<file path="src/rtl/control_multiciclo.sv">
// Multi-cycle main control unit for the MIPS-style core: sequences fetch, decode,
// execute, memory and write-back over one shared ALU and one unified memory port.
module control_multiciclo (
  input  logic       clk,
  input  logic       rst_n,
  input  logic [5:0] opcode,
  input  logic [5:0] funct,
  input  logic       zero,
  input  logic       mem_ready,
  output logic       pc_we,
  output logic       ir_we,
  output logic       reg_we,
  output logic       mem_rd,
  output logic       mem_wr,
  output logic       iord,
  output logic       reg_dst,
  output logic       mem_to_reg,
  output logic       alu_src_a,
  output logic [1:0] alu_src_b,
  output logic [2:0] alu_ctrl,
  output logic [1:0] ext_mode,
  output logic [1:0] pc_src,
  output logic [3:0] state,
  output logic       instr_done,
  output logic       illegal
);

  localparam logic [5:0] OP_RTYPE = 6'h00;
  localparam logic [5:0] OP_J     = 6'h02;
  localparam logic [5:0] OP_BEQ   = 6'h04;
  localparam logic [5:0] OP_BNE   = 6'h05;
  localparam logic [5:0] OP_ADDI  = 6'h08;
  localparam logic [5:0] OP_SLTI  = 6'h0A;
  localparam logic [5:0] OP_ANDI  = 6'h0C;
  localparam logic [5:0] OP_ORI   = 6'h0D;
  localparam logic [5:0] OP_LUI   = 6'h0F;
  localparam logic [5:0] OP_LW    = 6'h23;
  localparam logic [5:0] OP_SW    = 6'h2B;

  localparam logic [5:0] F_ADD = 6'h20;
  localparam logic [5:0] F_SUB = 6'h22;
  localparam logic [5:0] F_AND = 6'h24;
  localparam logic [5:0] F_OR  = 6'h25;
  localparam logic [5:0] F_SLT = 6'h2A;

  localparam logic [2:0] ALU_AND  = 3'b000;
  localparam logic [2:0] ALU_OR   = 3'b001;
  localparam logic [2:0] ALU_ADD  = 3'b010;
  localparam logic [2:0] ALU_PASS = 3'b011;
  localparam logic [2:0] ALU_SUB  = 3'b110;
  localparam logic [2:0] ALU_SLT  = 3'b111;

  localparam logic [1:0] EXT_SIGN  = 2'b00;
  localparam logic [1:0] EXT_ZERO  = 2'b01;
  localparam logic [1:0] EXT_UPPER = 2'b10;

  localparam logic [1:0] SRCB_REG    = 2'b00;
  localparam logic [1:0] SRCB_FOUR   = 2'b01;
  localparam logic [1:0] SRCB_IMM    = 2'b10;
  localparam logic [1:0] SRCB_IMM_SH = 2'b11;

  localparam logic [1:0] PC_ALU    = 2'b00;
  localparam logic [1:0] PC_ALUOUT = 2'b01;
  localparam logic [1:0] PC_JUMP   = 2'b10;

  typedef enum logic [3:0] {
    S_FETCH     = 4'd0,
    S_DECODE    = 4'd1,
    S_MEM_ADDR  = 4'd2,
    S_MEM_READ  = 4'd3,
    S_MEM_WB    = 4'd4,
    S_MEM_WRITE = 4'd5,
    S_R_EXEC    = 4'd6,
    S_R_WB      = 4'd7,
    S_BRANCH    = 4'd8,
    S_JUMP      = 4'd9,
    S_I_EXEC    = 4'd10,
    S_I_WB      = 4'd11
  } state_t;

  state_t     state_q;
  state_t     state_d;
  logic       funct_ok;
  logic [2:0] r_alu;
  logic       is_mem;
  logic       is_branch;
  logic       is_imm;
  logic       pc_we_c;
  logic       ir_we_c;
  logic       reg_we_c;
  logic       mem_wr_c;
  logic       instr_done_c;
  logic       illegal_c;

  // R-type funct decode; funct_ok also gates entry into R_EXEC
  always_comb begin
    funct_ok = 1'b1;
    r_alu    = ALU_ADD;
    case (funct)
      F_ADD:   r_alu = ALU_ADD;
      F_SUB:   r_alu = ALU_SUB;
      F_AND:   r_alu = ALU_AND;
      F_OR:    r_alu = ALU_OR;
      F_SLT:   r_alu = ALU_SLT;
      default: funct_ok = 1'b0;
    endcase
  end

  assign is_mem    = (opcode == OP_LW) || (opcode == OP_SW);
  assign is_branch = (opcode == OP_BEQ) || (opcode == OP_BNE);
  assign is_imm    = (opcode == OP_ADDI) || (opcode == OP_SLTI) || (opcode == OP_ANDI) ||
                     (opcode == OP_ORI) || (opcode == OP_LUI);

  always_ff @(posedge clk) begin
    if (!rst_n) state_q <= S_FETCH;
    else        state_q <= state_d;
  end

  always_comb begin
    state_d      = state_q;
    pc_we_c      = 1'b0;
    ir_we_c      = 1'b0;
    reg_we_c     = 1'b0;
    mem_wr_c     = 1'b0;
    instr_done_c = 1'b0;
    illegal_c    = 1'b0;
    mem_rd       = 1'b0;
    iord         = 1'b0;
    reg_dst      = 1'b0;
    mem_to_reg   = 1'b0;
    alu_src_a    = 1'b0;
    alu_src_b    = SRCB_REG;
    alu_ctrl     = ALU_AND;
    ext_mode     = EXT_SIGN;
    pc_src       = PC_ALU;
    case (state_q)
      S_FETCH: begin
        mem_rd    = 1'b1;
        alu_src_b = SRCB_FOUR;
        alu_ctrl  = ALU_ADD;
        pc_we_c   = mem_ready;
        ir_we_c   = mem_ready;
        if (mem_ready) state_d = S_DECODE;
      end
      // Branch target is precomputed here so BRANCH only needs the compare
      S_DECODE: begin
        alu_src_b = SRCB_IMM_SH;
        alu_ctrl  = ALU_ADD;
        if (is_mem)                                state_d = S_MEM_ADDR;
        else if ((opcode == OP_RTYPE) && funct_ok) state_d = S_R_EXEC;
        else if (is_branch)                        state_d = S_BRANCH;
        else if (opcode == OP_J)                   state_d = S_JUMP;
        else if (is_imm)                           state_d = S_I_EXEC;
        else begin
          state_d   = S_FETCH;
          illegal_c = 1'b1;
        end
      end
      S_MEM_ADDR: begin
        alu_src_a = 1'b1;
        alu_src_b = SRCB_IMM;
        alu_ctrl  = ALU_ADD;
        if (opcode == OP_SW)      state_d = S_MEM_WRITE;
        else if (opcode == OP_LW) state_d = S_MEM_READ;
        else                      state_d = S_FETCH;
      end
      S_MEM_READ: begin
        mem_rd = 1'b1;
        iord   = 1'b1;
        if (mem_ready) state_d = S_MEM_WB;
      end
      S_MEM_WB: begin
        reg_we_c     = 1'b1;
        mem_to_reg   = 1'b1;
        instr_done_c = 1'b1;
        state_d      = S_FETCH;
      end
      S_MEM_WRITE: begin
        mem_wr_c = 1'b1;
        iord     = 1'b1;
        if (mem_ready) begin
          instr_done_c = 1'b1;
          state_d      = S_FETCH;
        end
      end
      S_R_EXEC: begin
        alu_src_a = 1'b1;
        alu_ctrl  = r_alu;
        state_d   = S_R_WB;
      end
      S_R_WB: begin
        reg_we_c     = 1'b1;
        reg_dst      = 1'b1;
        instr_done_c = 1'b1;
        state_d      = S_FETCH;
      end
      S_BRANCH: begin
        alu_src_a    = 1'b1;
        alu_ctrl     = ALU_SUB;
        pc_src       = PC_ALUOUT;
        pc_we_c      = ((opcode == OP_BEQ) && zero) || ((opcode == OP_BNE) && !zero);
        instr_done_c = 1'b1;
        state_d      = S_FETCH;
      end
      S_JUMP: begin
        pc_src       = PC_JUMP;
        pc_we_c      = 1'b1;
        instr_done_c = 1'b1;
        state_d      = S_FETCH;
      end
      // Extension mode and ALU op both depend on which immediate form this is
      S_I_EXEC: begin
        alu_src_a = 1'b1;
        alu_src_b = SRCB_IMM;
        case (opcode)
          OP_ADDI: begin ext_mode = EXT_SIGN;  alu_ctrl = ALU_ADD;  end
          OP_SLTI: begin ext_mode = EXT_SIGN;  alu_ctrl = ALU_SLT;  end
          OP_ANDI: begin ext_mode = EXT_ZERO;  alu_ctrl = ALU_AND;  end
          OP_ORI:  begin ext_mode = EXT_ZERO;  alu_ctrl = ALU_OR;   end
          OP_LUI:  begin ext_mode = EXT_UPPER; alu_ctrl = ALU_PASS; end
          default: begin ext_mode = EXT_SIGN;  alu_ctrl = ALU_AND;  end
        endcase
        state_d = S_I_WB;
      end
      S_I_WB: begin
        reg_we_c     = 1'b1;
        instr_done_c = 1'b1;
        state_d      = S_FETCH;
      end
      default: state_d = S_FETCH;
    endcase
  end

  // Writes and pulses are suppressed during reset so an aborted instruction leaves no trace
  assign pc_we      = rst_n & pc_we_c;
  assign ir_we      = rst_n & ir_we_c;
  assign reg_we     = rst_n & reg_we_c;
  assign mem_wr     = rst_n & mem_wr_c;
  assign instr_done = rst_n & instr_done_c;
  assign illegal    = rst_n & illegal_c;
  assign state      = state_q;

endmodule
</file>
<file path="config.mk">
export PLATFORM = sky130hd
export DESIGN_NAME = control_multiciclo
export DESIGN_NICKNAME = d
export VERILOG_FILES = /design/src/rtl/control_multiciclo.sv
export SDC_FILE = /design/constraint.sdc
export NUM_CORES = 1
export LEC_CHECK = 0
export CAP_MARGIN = 25
export CORE_ASPECT_RATIO = 0.6
export CORE_MARGIN = 3
export CORE_UTILIZATION = 38
export CTS_CLUSTER_SIZE = 24
export DETAILED_ROUTE_END_ITERATION = 8
export PLACE_DENSITY = 0.74
export SLEW_MARGIN = 20
export SYNTH_ARGS = -nofsm -noshare
export SYNTH_HDL_FRONTEND = slang
export SYNTH_SLANG_ARGS = --single-unit
</file>
<file path="constraint.sdc">
create_clock -name clk -period 1.6 [get_ports clk]
set_input_delay 0.16 -clock clk [delete_from_list [all_inputs] [get_ports clk]]
set_output_delay 0.16 -clock clk [all_outputs]
set_load 0.05 [all_outputs]
</file>
==> results of run 1 <==
kinds of logic after synthesis:
group	Yosys count
simple gates	78
compound gates	34
buf+inv	14
flops	4
xor+xnor	3
mux	2
stage by stage:
step,util,TNS (ns),cells
floorplan,-,-1.10,135
detailed placement,0.898,-2.98,230
global placement,0.898,-2.29,230
==> run_results.csv, run 1 <==
group,metric,value,unit
synthesis,synth_area_leaders,"dfxtp_1, nor2_1, nand2b_1, nor4b_4, o21ai_0",
clock_tree,clkSinkCount,4,
synthesis,synth_top_family_by_area,"simple AND/OR/NAND/NOR gates",
place,placed_area,1990,um2
synthesis,synth_edf_count,0,
clock_tree,cts_root_buffer,"clkbuf_8",
synthesis,syn_inst,135,
synthesis,synth_xor_area_frac,0.0290,
place,dp_hpwl,3.33,mm
synthesis,synth_cell_type_count,46,
clock_tree,cts_made_buffers,3,
synthesis,ys.flop_type,"dfxtp_1",
status,outcome,"did not finish",
synthesis,synthMuxAreaShare,0.0235,
clock_tree,ctsHoldBuffers,0,
place,numPortBuffers,39,
synthesis,avgSynthCellArea,6.71,um2
synthesis,synth-compound-area-share,0.247,
floorplan,start_util,0.410,
synthesis,yosys.area_share.simple,0.529,
place,place_congestion,0.884,
synthesis,synth_nets,151,
synthesis,ys_seq_area_frac,0.0884,
synthesis,yosys_warnings,0,
synthesis,synth-seq-cells,4,
synthesis,yosysMostFrequentCell,"nor2_1",
status,lastStage,"clock tree synthesis",
place,dp_slack,-0.503,ns
clock_tree,h-tree-depth,1,
clock_tree,cts_setup_buffers,13,
synthesis,synth_top_area_cell,"dfxtp_1",
synthesis,synth_commonest_cells,"nor2_1, nand2b_1, nand2_1",
synthesis,async_reset_ff_frac,0,
floorplan,die_h,43.8,um
synthesis,syn_area,906,um2
floorplan,ios,40,
synthesis,yosys.area.top_type_share,0.0884,
floorplan,dieWidth,69.0,um
status,stop_error,"[ERROR DPL-0038] Utilization greater than 100%, impossible to legalize",
floorplan,num_rows,13,
clock_tree,clock_path_buffers,2,
synthesis,synth_fa_ha_area_frac,0,
clock_tree,cts_resized,55,
==> inputs of run 2 (changes only) <==
--- a/config.mk
+++ b/config.mk
@@ -6,12 +6,10 @@
 export NUM_CORES = 1
 export LEC_CHECK = 0
 export CAP_MARGIN = 25
-export CORE_ASPECT_RATIO = 0.6
 export CORE_MARGIN = 3
-export CORE_UTILIZATION = 38
-export CTS_CLUSTER_SIZE = 24
+export CORE_UTILIZATION = 23
 export DETAILED_ROUTE_END_ITERATION = 8
-export PLACE_DENSITY = 0.74
+export PLACE_DENSITY_LB_ADDON = 0.15
 export SLEW_MARGIN = 20
 export SYNTH_ARGS = -nofsm -noshare
 export SYNTH_HDL_FRONTEND = slang
==> run_results.csv, run 2 <==
group,metric,value,unit
power,internal_power,0.526,mW
routing,wirelength,4.33,mm
place,dp.cells,249,
sta,setup_slack,-0.372,ns
clock_tree,clock_latency,0.22,ns
critical_path,r2r_start,"state[1]",
power,power_density,326,nW/um2
sta,finClkSkew,0.00121,ns
synthesis,synth_commonest_cells,"nor2_1, nand2b_1, nand2_1",
synthesis,avgSynthCellArea,6.71,um2
power,combPwrFrac,0.624,
job,drv_cap,0,
critical_path,rrSetupSlack,-0.07,ns
grt,grt_overflow_total,0,
sta,setup_viol,15,
routing,ant_nets,0,
synthesis,synth_nets,151,
routing,vias_per_cell,5.15,
finish,drive_gt1_frac,0.658,
routing,wl_per_cell,15.5,um
synthesis,async_reset_ff_frac,0,
finish,n_antenna_cell,0,
synthesis,synth-seq-cells,4,
synthesis,syn_area,906,um2
critical_path,reg2reg_depth,5,
finish,nNetsFinal,249,
floorplan,die_h,68.8,um
grt,grtUsageTotal,0.183,
synthesis,synth_area_leaders,"dfxtp_1, nor2_1, nand2b_1, nor4b_4, o21ai_0",
power,p_leak,0.990,nW
synthesis,synth_top_area_cell,"dfxtp_1",
sta,worst_pin_slew,0.308,ns
grt,antenna_found_initial,0,
status,outcome,"complete, but fails checks",
clock_tree,ctsHoldBuffers,0,
critical_path,startpoint_type,"register",
clock_tree,clkSlewWorstSetupHoldPaths,0.03,ns
place,numPortBuffers,39,
floorplan,dieWidth,68.8,um
critical_path,crit_slowest_cell,"dfxtp_4",
power,swShare,0.379,
worst_hold_path,hp-class,"in2reg",
floorplan,num_rows,22,
routing,drt_drc_violations_left,0,
power,p_clk_frac,0.249,
floorplan,start_util,0.244,
grt,grt_first_pass_wirelength,6.61,mm
critical_path,critPathKind,"reg2out",
synthesis,syn_inst,135,
finish,area_growth,187,%
critical_path,cp_slowest_stage_delay,0.35,ns
synthesis,ys.flop_type,"dfxtp_1",
sta,max_freq,507,MHz
place,dp_hpwl,2.80,mm
place,placed_area,2030,um2
finish,mostFrequentLayoutCell,"buf_4",
clock_tree,cts_tree,"done",
floorplan,die-area,4730,um2
critical_path,cp_cell_sequence,"nor4b_4, nand4_1, a21o_1, a2111oi_4, buf_12",
finish,fin_area,2600,um2
finish,instances_no_fill,279,
clock_tree,cts_root_buffer,"clkbuf_8",
sta,hold_viol_final,0,
synthesis,yosysMostFrequentCell,"nor2_1",
sta,drv_slew,0,
floorplan,ios,40,
grt,grt_pass1_vias,1403,
place,place_congestion,0.840,
sta,slew_headroom,0.792,
grt,grt_max_degree,20,
sta,period_share,1.23,
worst_hold_path,hold_end,"state[1]",
critical_path,crit_arrival,1.81,ns
clock_tree,h-tree-depth,1,
power,p_seq_frac,0.127,
floorplan,coreArea,3720,um2
power,p_sw,0.322,mW
clock_tree,clock_path_buffers,2,
status,violations,"setup timing",
finish,fillerInstances,261,
synthesis,ys_seq_area_frac,0.0884,
critical_path,end_kind,"output port",
routing,drtPass1Iterations,4,
finish,largest_reg_flops,4,
power,ir_drop,0.000236,V
worst_hold_path,hold_depth,5,
critical_path,worstPathRequired,1.44,ns
critical_path,r2r-end,"state[1]",
worst_hold_path,hp-start,"opcode[5]",
clock_tree,clkSinkCount,4,
critical_path,crit_fanout,3,
sta,rsz0062_at_grt,"yes",
synthesis,synth_edf_count,0,
synthesis,yosys_warnings,0,
sta,fin_crit,1.97,ns
routing,drtIter0Drc,50,
finish,most-common-layout-cells,"buf_4, buf_12, nor2_1",
clock_tree,cts_made_buffers,3,
synthesis,synth_cell_type_count,46,
synthesis,yosys.area.top_type_share,0.0884,
routing,vias,1436,
==> run 2: cell counts after synthesis <==
Identical to the previous run, type by type.
==> run 2: logic make-up after synthesis <==
kind of cell           Yosys count  share of synthesized area
AO/OA/AOI/OAI                   34                      0.247
XOR/XNOR                         3                     0.0290
buffers and inverters           14                     0.0829
flip-flops                       4                     0.0884
multiplexers                     2                     0.0235
AND/OR/NAND/NOR                 78                      0.529
==> run 2: layout make-up <==
type	instances	area (um2)	area share
Timing Repair Buffer	105	1210	0.465
Clock buffer	3	41.3	0.0159
Inverter	2	11.3	0.00432
Tap cell	48	60.1	0.0231
Multi-Input combinational cell	117	1180	0.455
Sequential cell	4	95.1	0.0365
==> run 2: repair_timing <==
item,CTS,global route
gates resized for setup,61,24
pin swaps,24,17
endpoints found under the setup margin,20,20
buffers inserted,19,14
cloned,2,0
endpoints found under the hold margin,0,0
==> run 2: layer usage <==
metal  track usage  vias to the layer above  part of all wire  wire length (um)
met5             0                        -                 0                 0
met4        0.0316                        0             0.018                78
met3        0.0308                        8             0.040               173
met2         0.348                       39              0.55              2400
met1         0.215                      689              0.39              1680
li1              -                      700                 -                 -
==> run 2: worst max-delay path, delay by kind of cell, from the launching register on <==
kind	cells	cell delay (ns)
compound gates	2	0.57
flops	1	0.35
simple gates	2	0.49
buf+inv	1	0.18
==> run 2: worst max-delay path by stage <==
stage / startpoint / cells after the start / end
2_1_floorplan: state[1] / 4 / pc_we
3_3_place_gp: opcode[5] / 6 / pc_we
3_5_place_dp: opcode[5] / 6 / pc_we
4_1_cts: state[1] / 5 / pc_we
5_1_grt: state[1] / 5 / pc_we
6_report: state[1] / 5 / pc_we
==> run 2: power by group through the flow <==
| stage | clock network (mW) | registers (mW) | logic [mW] |
|---|---|---|---|
| 2_1_floorplan | 0 | 0.120 | 0.227 |
| 3_3_place_gp | 0 | 0.108 | 0.440 |
| 3_5_place_dp | 0 | 0.108 | 0.444 |
| 4_1_cts | 0.217 | 0.107 | 0.490 |
| 5_1_grt | 0.228 | 0.108 | 0.560 |
| 6_report | 0.211 | 0.108 | 0.529 |
==> run 2: metrics by stage <==
| stage | hold WS, ns | total power [mW] | setup slack, ns | utilization | TNS [ns] |
|---|---|---|---|---|---|
| floorplan | 0.268 | 0.347 | -0.733 | - | -1.10 |
| detailed placement | 0.717 | 0.551 | -0.564 | 0.546 | -2.66 |
| global placement | 0.721 | 0.548 | -0.440 | 0.546 | -2.38 |
| finish | 0.555 | 0.848 | -0.372 | 0.701 | -1.92 |
| global route | 0.602 | 0.896 | -0.458 | 0.701 | -2.85 |
| CTS | 0.553 | 0.814 | -0.369 | 0.665 | -2.61 |
Power figures use the tool's default switching activity.
